$ cat src/rtl/simplez_pkg.sv
// Shared SIMPLEZ definitions: memory-mapped I/O addresses, opcodes and the
// transmitter state encoding.
package simplez_pkg;

    localparam logic [8:0] ADDR_LEDS = 9'o100;
    localparam logic [8:0] ADDR_DATA = 9'o101;
    localparam logic [8:0] ADDR_STAT = 9'o102;

    localparam logic [2:0] OP_ST   = 3'd0;
    localparam logic [2:0] OP_LD   = 3'd1;
    localparam logic [2:0] OP_ADD  = 3'd2;
    localparam logic [2:0] OP_BR   = 3'd3;
    localparam logic [2:0] OP_BZ   = 3'd4;
    localparam logic [2:0] OP_CLR  = 3'd5;
    localparam logic [2:0] OP_DEC  = 3'd6;
    localparam logic [2:0] OP_HALT = 3'd7;

    typedef enum logic [1:0] {
        S_IDLE  = 2'd0,
        S_START = 2'd1,
        S_DATA  = 2'd2,
        S_STOP  = 2'd3
    } tx_state_t;

    // Status word low bits as seen by a CPU load from the STAT address.
    function automatic logic [2:0] stat_bits(input logic ovr, input logic busy,
                                             input logic hold_full);
        return {ovr, busy, ~hold_full};
    endfunction

endpackage

$ cat src/rtl/uart_baud_gen.sv
// Bit-period counter for the transmitter; held at zero while disabled so
// every frame starts on a fresh bit boundary.
module uart_baud_gen #(
    parameter int unsigned BAUD_DIV = 104
) (
    input  logic clk,
    input  logic rst,
    input  logic enable,
    output logic bit_end
);

    localparam int unsigned CNTW = (BAUD_DIV > 1) ? $clog2(BAUD_DIV) : 1;

    logic [CNTW-1:0] cnt;

    assign bit_end = enable && (cnt == CNTW'(BAUD_DIV - 1));

    always_ff @(negedge clk) begin
        if (rst || !enable) begin
            cnt <= '0;
        end else if (bit_end) begin
            cnt <= '0;
        end else begin
            cnt <= cnt + CNTW'(1);
        end
    end

endmodule

$ cat src/rtl/simplez_uart_tx.sv
// Memory-mapped 8N1 serial transmitter on the SIMPLEZ data bus: one holding
// register in front of a shift register, with a sticky overrun flag.
module simplez_uart_tx #(
    parameter int unsigned      DATAW     = 12,
    parameter int unsigned      ADDRW     = 9,
    parameter int unsigned      BAUD_DIV  = 104,
    parameter logic [ADDRW-1:0] ADDR_DATA = simplez_pkg::ADDR_DATA,
    parameter logic [ADDRW-1:0] ADDR_STAT = simplez_pkg::ADDR_STAT
) (
    input  logic             clk,
    input  logic             rst,
    input  logic [ADDRW-1:0] addr,
    input  logic             wr,
    input  logic [DATAW-1:0] din,
    output logic [DATAW-1:0] dout,
    output logic             sel,
    output logic             tx,
    output logic             busy
);

    import simplez_pkg::*;

    tx_state_t  state;
    logic [7:0] hold;
    logic       hold_full;
    logic       ovr;
    logic [7:0] shreg;
    logic [2:0] bitidx;
    logic       bit_end;

    logic hit_data;
    logic hit_stat;
    logic wr_data;
    logic wr_stat;
    logic load;

    logic unused_din_hi;
    assign unused_din_hi = ^din[DATAW-1:8];

    assign hit_data = (addr == ADDR_DATA);
    assign hit_stat = (addr == ADDR_STAT);
    assign sel      = hit_data || hit_stat;
    assign wr_data  = wr && hit_data;
    assign wr_stat  = wr && hit_stat;
    assign busy     = (state != S_IDLE);

    // The shifter empties the holding register on the same edge a new byte
    // may arrive, so a write coinciding with a load is still accepted.
    assign load = (state == S_IDLE) && hold_full;

    uart_baud_gen #(
        .BAUD_DIV (BAUD_DIV)
    ) u_baud (
        .clk     (clk),
        .rst     (rst),
        .enable  (busy),
        .bit_end (bit_end)
    );

    always_ff @(negedge clk) begin
        if (rst) begin
            state     <= S_IDLE;
            tx        <= 1'b1;
            hold      <= '0;
            hold_full <= 1'b0;
            ovr       <= 1'b0;
            shreg     <= '0;
            bitidx    <= '0;
        end else begin
            // tx follows the state one edge later, giving a clean registered line
            case (state)
                S_IDLE: begin
                    tx <= 1'b1;
                    if (hold_full) begin
                        shreg <= hold;
                        state <= S_START;
                    end
                end
                S_START: begin
                    tx <= 1'b0;
                    if (bit_end) begin
                        state  <= S_DATA;
                        bitidx <= '0;
                    end
                end
                S_DATA: begin
                    tx <= shreg[0];
                    if (bit_end) begin
                        shreg <= {1'b0, shreg[7:1]};
                        if (bitidx == 3'd7) begin
                            state <= S_STOP;
                        end else begin
                            bitidx <= bitidx + 3'd1;
                        end
                    end
                end
                S_STOP: begin
                    tx <= 1'b1;
                    if (bit_end) begin
                        state <= S_IDLE;
                    end
                end
                default: begin
                    tx    <= 1'b1;
                    state <= S_IDLE;
                end
            endcase

            if (wr_data) begin
                if (!hold_full || load) begin
                    hold      <= din[7:0];
                    hold_full <= 1'b1;
                end else begin
                    ovr <= 1'b1;
                end
            end else if (load) begin
                hold_full <= 1'b0;
            end

            if (wr_stat) begin
                ovr <= 1'b0;
            end
        end
    end

    always_comb begin
        dout = '0;
        if (hit_stat) begin
            dout[2:0] = stat_bits(ovr, busy, hold_full);
        end else if (hit_data) begin
            dout[7:0] = hold;
        end
    end

endmodule

$ cat config.mk
export PLATFORM = sky130hd
export DESIGN_NAME = simplez_uart_tx
export DESIGN_NICKNAME = d
export VERILOG_FILES = /design/src/rtl/simplez_pkg.sv /design/src/rtl/uart_baud_gen.sv /design/src/rtl/simplez_uart_tx.sv
export SDC_FILE = /design/constraint.sdc
export NUM_CORES = 1
export LEC_CHECK = 0
export ABC_AREA = 1
export CORE_MARGIN = 5
export CORE_UTILIZATION = 35
export DETAILED_ROUTE_END_ITERATION = 16
export GPL_TIMING_DRIVEN = 0
export PLACE_DENSITY_LB_ADDON = 0.1
export SYNTH_ARGS = -nofsm -noshare
export SYNTH_HDL_FRONTEND = slang
export SYNTH_SLANG_ARGS = --single-unit
$ cat constraint.sdc
create_clock -name clk -period 4.67 [get_ports clk]
set_clock_uncertainty 0.2 [all_clocks]
set_input_delay 0.934 -clock clk [delete_from_list [all_inputs] [get_ports clk]]
set_output_delay 0.934 -clock clk [all_outputs]
set_load 0.03 [all_outputs]
==> metrics.log <==
[metrics] run status: finished with violations
[metrics] violated checks: negative setup slack
[metrics] vertical extent of the die: 79.1 µm
[metrics] path class of the lowest-slack min-delay path: reg -> reg
[metrics] Maximum Capacitance Violations: 0
[metrics] Post-Route Hold Slack: between 0.2 and 0.25 ns
[metrics] count of hold-fix buffers inserted at cts: 0
[metrics] GR met2 Demand/Resource: 0.219
[metrics] count of H-tree levels built during CTS: 2
[metrics] sequential share of the synthesized area: 0.371
[metrics] Yosys warnings: 0
[metrics] post-route cell area: 0.00235 mm²
[metrics] # diodes: 0
[metrics] number of distinct standard cells referenced by the synthesized netlist: 24
[metrics] Pwr Density: 380 mW/mm²
[metrics] post-synthesis register bit count: 31
[metrics] via count of the first global-routing pass: 1,673
[metrics] final hold viol count: 0
[metrics] number of top-level pins: 39
[metrics] total placed cells including tap cells: 340
[metrics] top fanout value on the critical path: 3
[metrics] clk sinks: 31
[metrics] average size of a mapped cell: 6.61 µm²
[metrics] number of standard cells in the layout, taps in and fillers out: about 390
[metrics] Antenna Nets Post-Route: 0
[metrics] Initial Utilization: 0.356
[metrics] Std-Cell Core Area: approximately 0.0047 mm²
[metrics] LEAKAGE: 1.22 nW
[metrics] grt peak-use layer: met2
[metrics] share of cells above drive strength 1: 0.162
[metrics] combined global-route utilization of all metal layers: 0.139
[metrics] final layout net count: around 360
[metrics] CTS tree: done
[metrics] x dimension of the die: 79.1 µm
[metrics] initial antenna violation count: 0
[metrics] category of the worst setup path capture point: primary output
[metrics] PortBufs: 30
[metrics] number of CTS-inserted buffers: 5
[metrics] worst-case clock buffer depth: 2
[metrics] overall die area: around 0.0063 mm²
[metrics] Global Route met1 Usage: 0.150
[metrics] pre-CTS setup slack: -0.536 ns
[metrics] data arrival time at the worst-slack endpoint: 3.63 ns
[metrics] Final setup viols: 1
[metrics] Detailed Route Iter0 Violations: 94
[metrics] Max rail drop VDD: between 0.15 and 0.2 mV
[metrics] root buffer cell: sky130_fd_sc_hd__clkbuf_8
[metrics] Max Slew Vio Count: 0
[metrics] count of unresolved DRC violations after routing: 0
[metrics] total via count after detailed routing: 1,729
[metrics] final estimated routing congestion in global placement: 0.794
[metrics] Design Power: 0.895 mW
[metrics] wire length of the first global-routing pass: 6910 µm
[metrics] utilization of the core after routing: 0.502
[metrics] ratio of routed vias to standard cells: 4.47
[metrics] setup_tns: -0.0923 ns
[metrics] CTS clock-pin slew for the worst setup and hold paths: 0.03 ns
[metrics] routed wire length: a little over 4000 µm
[metrics] Area growth, synth to finish: 40.8%
[metrics] overflow left after global routing: 0
[metrics] RSZ-0062 raised after global routing: yes
[metrics] Std-Cell Rows: 25
[metrics] Placed Area: 0.00206 mm²
[metrics] clock latency reported for the late side of the worst-skew pair: ~0.35 ns
[metrics] met3 Track Usage GR: 0.0646
[metrics] worst setup path category: reg -> out
[metrics] endpoint required time on the critical path: 3.54 ns
[metrics] placed wire-length estimate after detailed placement: 2800 µm
[metrics] kind of start point of the critical path: flop
[metrics] gate count of the mapped netlist: 253
[metrics] maximum number of pins on one net before global-route repair: 11
[metrics] post-detailed-route wirelength per cell: 10.4 µm
[metrics] first drt pass iteration count: 4
[metrics] Worst Slack Setup Final: -0.0923 ns
[metrics] post-synthesis instance area: approximately 0.0017 mm²
-- synth_stat cells (all sizes together) --
| cell type | n | area, µm² |
|---|---|---|
| a21oi | 27 | 139 |
| nand2 | 57 | 219 |
| nand4 | 2 | 27.5 |
| nor3b | 1 | 7.51 |
| buf | 11 | 80.1 |
| nor3 | 2 | 10.0 |
| nor4 | 1 | 6.26 |
| inv | 35 | 131 |
| or2 | 1 | 6.26 |
| nor2 | 54 | 213 |
| conb | 1 | 3.75 |
| dfxtp | 31 | 621 |
| nand3 | 17 | 90.1 |
| ha | 7 | 87.6 |
| o21ai | 6 | 30.0 |
-- worst paths after layout --
path,startpoint,to,slack [ns],cells past startpoint
worst max-delay path,state[0],dout[1],-0.09,6
worst min-delay path,u_baud.cnt[0],u_baud.cnt[0],0.25,1
worst max register to register,state[0],shreg[0],2.73,11
worst min register to register,u_baud.cnt[0],u_baud.cnt[0],0.25,1
-- state kept, by name (all words and copies together) (netlist names) --
name        cells
bitidx          3
hold            8
hold_full       1
ovr             1
shreg           8
state           2
tx              1
u_baud.cnt      7
-- cell families after synthesis --
kind of cell | count (synthesis) | synth area share
buffers and inverters | 46 | 0.126
adders and majority gates | 7 | 0.0524
and+or+nand+nor | 135 | 0.347
other | 1 | 0.00224
AOI/OAI and AO/OA | 33 | 0.101
DFF | 31 | 0.371
-- final cells by class --
type | instances | area [µm²]
fillers | 514 | 2340
multi-input cells | 179 | 886
flip-flops and latches | 31 | 626
repair buffers | 39 | 337
clock inverters | 34 | 154
inverters | 34 | 135
plain buffers | 11 | 80.1
clock buffers | 5 | 68.8
well taps | 54 | 67.6
-- cells in the final DEF, fill, tap and decap left out, types with 3 or more instances in the layout --
cell type / instances
sky130_fd_sc_hd__buf_6: 3
sky130_fd_sc_hd__clkdlybuf4s50_1: 20
sky130_fd_sc_hd__nor2_2: 4
sky130_fd_sc_hd__dfxtp_1: 29
sky130_fd_sc_hd__inv_4: 3
sky130_fd_sc_hd__nand2_1: 54
sky130_fd_sc_hd__clkbuf_8: 5
sky130_fd_sc_hd__o21ai_0: 4
sky130_fd_sc_hd__inv_1: 64
sky130_fd_sc_hd__ha_1: 6
sky130_fd_sc_hd__clkbuf_2: 4
sky130_fd_sc_hd__buf_4: 15
sky130_fd_sc_hd__conb_1: 4
sky130_fd_sc_hd__nand3_1: 16
sky130_fd_sc_hd__a21oi_1: 25
sky130_fd_sc_hd__nor2_1: 50
sky130_fd_sc_hd__buf_2: 6
-- power by group --
group | total (mW) | internal (mW) | switching [mW]
registers | 0.316 | 0.298 | 0.0174
logic | 0.224 | 0.105 | 0.118
clock network | 0.356 | 0.190 | 0.166
-- repair_timing --
item	CTS	global route
endpoints found under the setup margin	10	7
buffers inserted	5	4
gates resized for setup	47	8
pin swaps	2	2
-- routing by layer --
| layer | wire length (µm) | vias to the layer above |
|---|---|---|
| li1 | - | 935 |
| met1 | 1810 | 737 |
| met2 | 1920 | 53 |
| met3 | 246 | 4 |
| met4 | 51 | 0 |
| met5 | 0 | - |
-- worst max-delay path, stage by stage (launching register included) --
cell                      delay [ns]
sky130_fd_sc_hd__dfxtp_2        0.35
sky130_fd_sc_hd__inv_4          0.05
sky130_fd_sc_hd__ha_4           0.16
sky130_fd_sc_hd__inv_4          0.07
sky130_fd_sc_hd__nand2_4        0.05
sky130_fd_sc_hd__a21oi_4        0.13
sky130_fd_sc_hd__buf_6          0.14
Power figures use the tool's default switching activity.
